[src/rtl/freqcnt_pkg.sv]
// Shared opcodes, status layout and FSM encoding for the frequency-counter command block.
package freqcnt_pkg;

    localparam logic [7:0] OP_NOP         = 8'h00;
    localparam logic [7:0] OP_READ_COUNT  = 8'h01;
    localparam logic [7:0] OP_READ_GATE   = 8'h02;
    localparam logic [7:0] OP_WRITE_GATE  = 8'h03;
    localparam logic [7:0] OP_CLEAR       = 8'h04;
    localparam logic [7:0] OP_READ_STATUS = 8'h05;
    localparam logic [7:0] OP_READ_ID     = 8'h06;

    localparam int unsigned STAT_FRESH   = 0;
    localparam int unsigned STAT_OVERRUN = 1;
    localparam int unsigned STAT_ERROR   = 2;

    localparam logic [31:0] BLOCK_ID_DEFAULT = 32'hF0C0_0001;
    localparam logic [31:0] ERR_TAG          = 32'hDEAD_0000;

    typedef enum logic [0:0] {
        S_CMD,
        S_WDATA
    } state_t;

    function automatic logic [31:0] status_word(input logic [7:0] seq,
                                                input logic err,
                                                input logic ovr,
                                                input logic frs);
        logic [31:0] s;
        s = '0;
        s[31:24]      = seq;
        s[STAT_ERROR]   = err;
        s[STAT_OVERRUN] = ovr;
        s[STAT_FRESH]   = frs;
        return s;
    endfunction

endpackage

[src/rtl/freq_cmd_timeout.sv]
// Loadable down-counter bounding the wait for the data word of a gate write.
module freq_cmd_timeout (
    input  logic        fastclk,
    input  logic        rst,
    input  logic        load,
    input  logic [31:0] load_val,
    input  logic        en,
    output logic        expire
);

    logic [31:0] cnt;

    // Expires on the enabled cycle that finds the counter already at zero.
    assign expire = en && (cnt == '0);

    always_ff @(posedge fastclk) begin
        if (rst) begin
            cnt <= '0;
        end else if (load) begin
            cnt <= load_val;
        end else if (en && (cnt != '0)) begin
            cnt <= cnt - 32'd1;
        end
    end

endmodule

[src/rtl/freq_cmd_regs.sv]
// Host command decoder and register block behind the 32-bit SPI peripheral.
module freq_cmd_regs
    import freqcnt_pkg::*;
#(
    parameter logic [31:0] DEFAULT_GATE   = 32'd10_000_000,
    parameter logic [31:0] TIMEOUT_CYCLES = 32'd1_000_000,
    parameter logic [31:0] BLOCK_ID       = BLOCK_ID_DEFAULT
) (
    input  logic        fastclk,
    input  logic        rst,
    input  logic [31:0] rcvd_word,
    input  logic        rcvd_word_valid,
    output logic [31:0] send_word,
    input  logic [31:0] count_in,
    input  logic        count_valid,
    output logic [31:0] gate_len,
    output logic        gate_len_wr,
    output logic        counter_clear
);

    state_t      state;
    logic [31:0] count_hold;
    logic [7:0]  seq;
    logic        fresh;
    logic        overrun;
    logic        cmd_error;

    logic [7:0]  opcode;
    logic        tmo_load;
    logic        tmo_en;
    logic        tmo_expire;

    assign opcode   = rcvd_word[31:24];
    assign tmo_load = (state == S_CMD) && rcvd_word_valid && (opcode == OP_WRITE_GATE);
    assign tmo_en   = (state == S_WDATA) && !rcvd_word_valid;

    freq_cmd_timeout u_timeout (
        .fastclk  (fastclk),
        .rst      (rst),
        .load     (tmo_load),
        .load_val (TIMEOUT_CYCLES - 32'd1),
        .en       (tmo_en),
        .expire   (tmo_expire)
    );

    always_ff @(posedge fastclk) begin
        if (rst) begin
            state         <= S_CMD;
            send_word     <= '0;
            gate_len      <= DEFAULT_GATE;
            gate_len_wr   <= 1'b0;
            counter_clear <= 1'b0;
            count_hold    <= '0;
            seq           <= '0;
            fresh         <= 1'b0;
            overrun       <= 1'b0;
            cmd_error     <= 1'b0;
        end else begin
            gate_len_wr   <= 1'b0;
            counter_clear <= 1'b0;

            // Capture first; command actions below override where they collide.
            if (count_valid) begin
                count_hold <= count_in;
                seq        <= seq + 8'd1;
                fresh      <= 1'b1;
                if (fresh) overrun <= 1'b1;
            end

            unique case (state)
                S_CMD: begin
                    if (rcvd_word_valid) begin
                        case (opcode)
                            OP_NOP: send_word <= '0;
                            OP_READ_COUNT: begin
                                send_word <= count_valid ? count_in : count_hold;
                                fresh     <= 1'b0;
                            end
                            OP_READ_GATE: send_word <= gate_len;
                            OP_WRITE_GATE: state <= S_WDATA;
                            OP_CLEAR: begin
                                counter_clear <= 1'b1;
                                count_hold    <= '0;
                                fresh         <= 1'b0;
                                overrun       <= 1'b0;
                                send_word     <= '0;
                            end
                            OP_READ_STATUS: begin
                                send_word <= status_word(seq, cmd_error, overrun, fresh);
                                cmd_error <= 1'b0;
                                // Only an overrun raised by this very capture survives the read.
                                overrun   <= count_valid && fresh;
                            end
                            OP_READ_ID: send_word <= BLOCK_ID;
                            default: begin
                                cmd_error <= 1'b1;
                                send_word <= ERR_TAG | {24'd0, opcode};
                            end
                        endcase
                    end
                end
                S_WDATA: begin
                    if (rcvd_word_valid) begin
                        if (rcvd_word != '0) begin
                            gate_len    <= rcvd_word;
                            gate_len_wr <= 1'b1;
                            send_word   <= rcvd_word;
                        end else begin
                            cmd_error <= 1'b1;
                        end
                        state <= S_CMD;
                    end else if (tmo_expire) begin
                        cmd_error <= 1'b1;
                        state     <= S_CMD;
                    end
                end
                default: state <= S_CMD;
            endcase
        end
    end

endmodule

[config.mk]
export PLATFORM = sky130hd
export DESIGN_NAME = freq_cmd_regs
export DESIGN_NICKNAME = d
export VERILOG_FILES = /design/src/rtl/freqcnt_pkg.sv /design/src/rtl/freq_cmd_timeout.sv /design/src/rtl/freq_cmd_regs.sv
export SDC_FILE = /design/constraint.sdc
export NUM_CORES = 1
export LEC_CHECK = 0
export BUFFER_PORTS_ARGS = -buffer_cell sky130_fd_sc_hd__buf_4
export CAP_MARGIN = 10
export CORE_UTILIZATION = 35
export CTS_CLUSTER_DIAMETER = 200
export DETAILED_ROUTE_END_ITERATION = 10
export PLACE_DENSITY = 0.58
export SLEW_MARGIN = 10
export SYNTH_ARGS = -nofsm -noshare
export SYNTH_HDL_FRONTEND = slang
export SYNTH_HIERARCHICAL = 1
export SYNTH_SLANG_ARGS = --single-unit
[constraint.sdc]
create_clock -name fastclk -period 2.7 [get_ports fastclk]
set_input_delay 0.135 -clock fastclk [delete_from_list [all_inputs] [get_ports fastclk]]
set_output_delay 0.135 -clock fastclk [all_outputs]
set_load 0.005 [all_outputs]
==> results of run 1 <==
==> per-layer routing <==
metal,GRT usage (%),vias up,routed length [um]
met3,5.85,26,1470
met1,27.6,3204,10000
met5,0,-,0
li1,-,3407,-
met4,6.32,0,394
met2,35.6,214,10600
==> cell families (layout without fill, tap and decap cells) <==
family,after synthesis,count (layout)
adder cells (fa/ha/maj),2,2
AO/OA/AOI/OAI,230,230
AND/OR/NAND/NOR,281,281
other,2,32
multiplexers,58,58
buffers and inverters,86,272
XOR/XNOR,13,13
flip-flops,142,142
==> critical path, cell delays in order (launching register included) <==
cell and delay (ns):
dfxtp_1 0.33, inv_1 0.08, ha_1 0.17, or3b_2 0.53
nor4_4 0.27, buf_4 0.19, buf_4 0.13, nand2_4 0.05
or4_1 0.46, a311oi_1 0.25
==> final cells by class <==
type | instances | share of cell area, %
repair buffers | 216 | 18.4
multi-input cells | 616 | 41.6
well taps | 270 | 3.48
flip-flops and latches | 142 | 29.3
inverters | 24 | 0.927
clock buffers | 17 | 4.38
clock inverters | 15 | 1.98
==> report_power, final <==
group / switching, W / total, W / internal [W]
Clock: 0.00108 / 0.00250 / 0.00142
Sequential: 0.0000330 / 0.00219 / 0.00216
Combinational: 0.000278 / 0.000534 / 0.000256
Total: 0.00139 / 0.00523 / 0.00383
==> state kept, by name, summed over array words and instances (netlist names) <==
| signal | flops |
|---|---|
| fresh | 1 |
| counter_clear | 1 |
| state | 1 |
| cmd_error | 1 |
| overrun | 1 |
| seq | 8 |
| gate_len | 32 |
| count_hold | 32 |
| u_timeout/cnt | 32 |
| send_word | 32 |
| gate_len_wr | 1 |
==> what timing repair did <==
item | CTS | global route
hold endpoints to repair | 53 | 0
hold buffers | 52 | 0
resized for setup | 0 | 1
setup buffers | 0 | 3
endpoints found under the setup margin | 0 | 4
==> metrics by stage <==
stage	utilization (%)	instance area (um^2)	setup WS, ns
detailed placement	42.4	8550	0.0350
floorplan	-	7300	0.367
global placement	42.4	8550	0.170
finish	48.2	9710	0.157
CTS	48.0	9690	0.0694
global route	48.2	9710	0.0249
==> cells in the mapped netlist (15+ instances only) <==
cell       number
nand2_1        38
clkbuf_1       35
a211oi_1       26
nor3_1         18
inv_1          24
dfxtp_1       142
nor4_1         15
a311oi_1       15
mux2i_1        58
a21oi_1        47
o21ai_0        36
nor2_1        112
o2bb2ai_1      16
==> worst paths after layout <==
| check | to | cells after the start |
|---|---|---|
| max | u_timeout/cnt[20]$_SDFFE_PP0P_ | 9 |
| min | count_hold[29]$_SDFF_PP0_ | 3 |
| max reg2reg | u_timeout/cnt[20]$_SDFFE_PP0P_ | 9 |
| min reg2reg | send_word[28]$_SDFFE_PP0P_ | 2 |
==> impl_metrics.ini, run 1 <==
[status]
status = complete, no violations

[logic_synthesis]
ys.flop_type = dfxtp_1
yosys.area_share.adder_pct = 0.348
seq_area_frac_synth_pct = 39.6
synth_top_family_by_area = compound AO/OA/AOI/OAI gates
synth_compound_area_share_pct = 23.5
synth_xor_area_share_pct = 1.58
ys_warn_count = 6
synth_area_per_cell_um2 = 8.83
synth_cell_type_count = 75
async_flop_share_pct = 0
synth_area_leaders = dfxtp_1 (40%), mux2i_1 (8.1%), nor2_1 (5.9%), a21oi_1 (3.3%), a211oi_1 (2.7%)
synthCells = 814
synth_simple_gate_area_share_pct = 20.9
synth_edf_count = 0
syn_area_um2 = 7180
synth_top_area_share_pct = 39.6
yosys-mux-area-fraction_pct = 8.08
yosysTopAreaCell = dfxtp_1
synth-seq-cells = 142

[timing]
setup_viol = 0
post-route-period-util_pct = 94.2
tightestPinTransition_ns = 0.662
hold_viol = 0
holdWs_ns = 0.0111
period_needed_ns = 2.54
max_slew_margin_pct = 55.8
grt_setup_unrepaired = false
fmax_mhz = 393
tns_ns = 0
slew_viol_final = 0
fin_skew_ns = 0.00999

[layout]
final_nets = 1087
area_growth_pct = 35.2
num-fill-cells = 1955
layout_common_cells = buf_4 (161), dfxtp_1 (142), nor2_1 (112)
multiInputGateArea_um2 = 4040
mostFrequentLayoutCell = buf_4
seq_area_um2 = 2840
drive_gt1_share_pct = 22.5
layout.cells.non_filler = 1300
diodes = 0

[clock_network]
clock_sinks = 142
clk_latency_ns = 0.43
cts_tree = built
path_clk_slew_ns = 0.07
htree_levels = 4
cts.path.max_buffers = 2
root_buffer = clkbuf_16
cts_buffers = 17

[setup_path]
end_kind = flop
cp.arrival_ns = 2.88
rrSetupSlack_ns = 0.16
cp-startpoint = u_timeout/cnt[0]$_SDFFE_PP0P_
cp_max_fo = 6
rr_startpoint = u_timeout/cnt[0]$_SDFFE_PP0P_
critPathLaunchType = flop
required_ns = 3.04
critical_path_class = flop to flop

[hold_path]
hold_start = count_in[29]
hold_class = input pin to flop

[place]
dp_hpwl_um = 15500
place_inst = 1213
port_buffers = 133
gp_congestion = 0.839

[global_routing]
track_usage_pct = 21.6
overflow = 0
grt_pass1_wl_um = 36200
antenna_found_initial = 0
grt_max_degree = 65
grt_pass1_vias = 6603

[run]
cap_violations = 0

[die]
die_h_um = 145
coreArea_um2 = 20200
row_count = 52
initial_utilization_pct = 35.6
ioPinCount = 134
fp.dieW_um = 145
die_area_um2 = 21100

[detailed_routing]
wl_um = 22500
wl_per_cell_um = 17.3
num_vias = 6851
drt.antenna.violating_nets = 0
drc = 0
drtPass1Iterations = 5
drt_iter0_markers = 449
via_per_inst = 5.27

[power_and_ir_drop]
ir_drop_mv = 0.407
p_total_w = 0.00523
power.density_nw_per_um2 = 538
leakage_nw = 4.03
Power figures use the tool's default switching activity.
==> inputs of run 2 (changes only) <==
--- a/config.mk
+++ b/config.mk
@@ -7,10 +7,10 @@
 export LEC_CHECK = 0
 export BUFFER_PORTS_ARGS = -buffer_cell sky130_fd_sc_hd__buf_4
 export CAP_MARGIN = 10
-export CORE_UTILIZATION = 35
+export CORE_UTILIZATION = 40
 export CTS_CLUSTER_DIAMETER = 200
 export DETAILED_ROUTE_END_ITERATION = 10
-export PLACE_DENSITY = 0.58
+export PLACE_DENSITY = 0.64
 export SLEW_MARGIN = 10
 export SYNTH_ARGS = -nofsm -noshare
 export SYNTH_HDL_FRONTEND = slang
==> run 2 against run 1 <==
  * Setup slack improved by 0.078 ns
  * Non-clock buffer count down 3
  * Global-route usage rose by 2.7 points
  * Final area is 0.93% lower
  * Via count up 1.1%
  * Total power grew 0.81%
  * Cell count is 3.8% lower
  * Largest power group unchanged
  * Register-to-register slack gained 0.08 ns
  * Routed wire length down 0.36%
  * Worst hold slack got worse by 0.0017 ns
==> impl_metrics.ini, run 2 (synthesis results as in run 1) <==
[power_and_ir_drop]
leakage_nw = 4.02
power.density_nw_per_um2 = 548
ir_drop_mv = 0.429
p_total_w = 0.00527

[setup_path]
critPathLaunchType = flop
end_kind = flop
cp_top_family = simple AND/OR/NAND/NOR gates
path_cells = inv_1, ha_1, or3b_4, nor4_4, buf_4, nand2_4, or4_1, a311oi_1
critPathBufInv = 2
critical_path_depth = 8
cpPeakStageDelay_ns = 0.47
worst_r2r_path_depth = 8
cp_max_fo = 5
required_ns = 3.03
cp_slowest_cell = or4_1
cp-startpoint = u_timeout/cnt[0]$_SDFFE_PP0P_
cp.arrival_ns = 2.79
rr_startpoint = u_timeout/cnt[0]$_SDFFE_PP0P_
critical_path_class = flop to flop

[clock_network]
clock_sinks = 142
clk_latency_ns = 0.42
path_clk_slew_ns = 0.06
htree_levels = 4
cts.path.max_buffers = 2
cts_tree = built
cts_buffers = 17
root_buffer = clkbuf_16

[die]
die_h_um = 136
coreArea_um2 = 17400
die_area_um2 = 18500
initial_utilization_pct = 41.2
ioPinCount = 134
fp.dieW_um = 136
row_count = 48

[timing]
grt_setup_unrepaired = false
period_needed_ns = 2.46
tns_ns = 0
tightestPinTransition_ns = 0.817
fmax_mhz = 406
fin_skew_ns = 0.00780
post-route-period-util_pct = 91.3
max_slew_margin_pct = 45.5
setup_viol = 0
slew_viol_final = 0
hold_viol = 0

[layout]
area_growth_pct = 34.0
mostFrequentLayoutCell = buf_4
layout_common_cells = buf_4 (165), dfxtp_1 (142), nor2_1 (112)
drive_gt1_share_pct = 22.6
multiInputGateArea_um2 = 4030
diodes = 0
num-fill-cells = 1634
seq_area_um2 = 2840
final_nets = 1084

[status]
status = complete, no violations

[place]
dp_hpwl_um = 15500
port_buffers = 133
gp_congestion = 0.890

[run]
cap_violations = 0

[hold_path]
hold_start = count_in[25]
hold_class = input pin to flop
min_path_cells = 3

[detailed_routing]
drc = 0
via_per_inst = 5.54
drtPass1Iterations = 5
drt.antenna.violating_nets = 0
num_vias = 6929
wl_um = 22400
drt_iter0_markers = 518
wl_per_cell_um = 17.9

[global_routing]
track_usage_pct = 24.4
antenna_found_initial = 0
grt_max_degree = 57
grt_pass1_wl_um = 34800
grt_pass1_vias = 6520
overflow = 0
## run 2: cell count changes in the layout (fill, tap and decap cells not counted), moves of 2 or more
| cell | delta |
|---|---|
| clkinv_4 | +2 |
| dlygate4sd3_1 | -6 |
| clkbuf_8 | +2 |
| inv_6 | -4 |
| buf_4 | +4 |
| inv_8 | -4 |
| bufinv_16 | +2 |
## run 2: final cells by class
| cell class | count | share of cell area (%) |
|---|---|---|
| clock buffers | 20 | 4.75 |
| clock inverters | 11 | 1.89 |
| inverters | 24 | 0.936 |
| multi-input cells | 616 | 41.9 |
| flip-flops and latches | 142 | 29.5 |
| well taps | 225 | 2.93 |
| repair buffers | 213 | 18.1 |
## run 2: timing repair
action / CTS / global route
buffers inserted: 0 / 2
resized for setup: 0 / 1
setup endpoints to repair: 0 / 4
hold endpoints to repair: 45 / 1
hold buffers: 45 / 1
## run 2: metrics by stage
step                      cell area (um^2)  setup WS (ns)  hold slack (ns)  std cells  util (%)
after floorplan                       7300          0.367            0.224        844         -
after global placement                8510          0.251            0.391       1172      48.9
after detailed placement              8510         0.0395            0.393       1172      48.9
after CTS                             9600         0.0413          0.00189       1248      55.1
after global routing                  9620          0.114          0.00756       1251      55.3
final                                 9620          0.235          0.00947       1251      55.3
## run 2: report_power, final
group / total (W) / internal, W / switching (W)
registers: 0.00220 / 0.00216 / 0.0000372
clock network: 0.00255 / 0.00160 / 0.000947
logic: 0.000519 / 0.000246 / 0.000273
## run 2: path summary, 6_finish.rpt
| path | to | slack, ns |
|---|---|---|
| setup / recovery | u_timeout/cnt[20]$_SDFFE_PP0P_ | 0.24 |
| hold / removal | count_hold[25]$_SDFF_PP0_ | 0.009 |
| setup reg to reg | u_timeout/cnt[20]$_SDFFE_PP0P_ | 0.24 |
| hold reg to reg | send_word[30]$_SDFFE_PP0P_ | 0.46 |
## run 2: metal layers
| layer | GRT usage, % | vias to the layer above | routed length [um] |
|---|---|---|---|
| li1 | - | 3404 | - |
| met1 | 31.1 | 3246 | 10100 |
| met2 | 39.2 | 239 | 10300 |
| met3 | 6.67 | 40 | 1430 |
| met4 | 8.70 | 0 | 595 |
| met5 | 0 | - | 0 |
## run 2: worst min-delay path, delay by kind of cell
family                 cells  cell delay, ns
buffers and inverters      1            0.08
muxes                      1            0.09
and+or+nand+nor            1            0.09
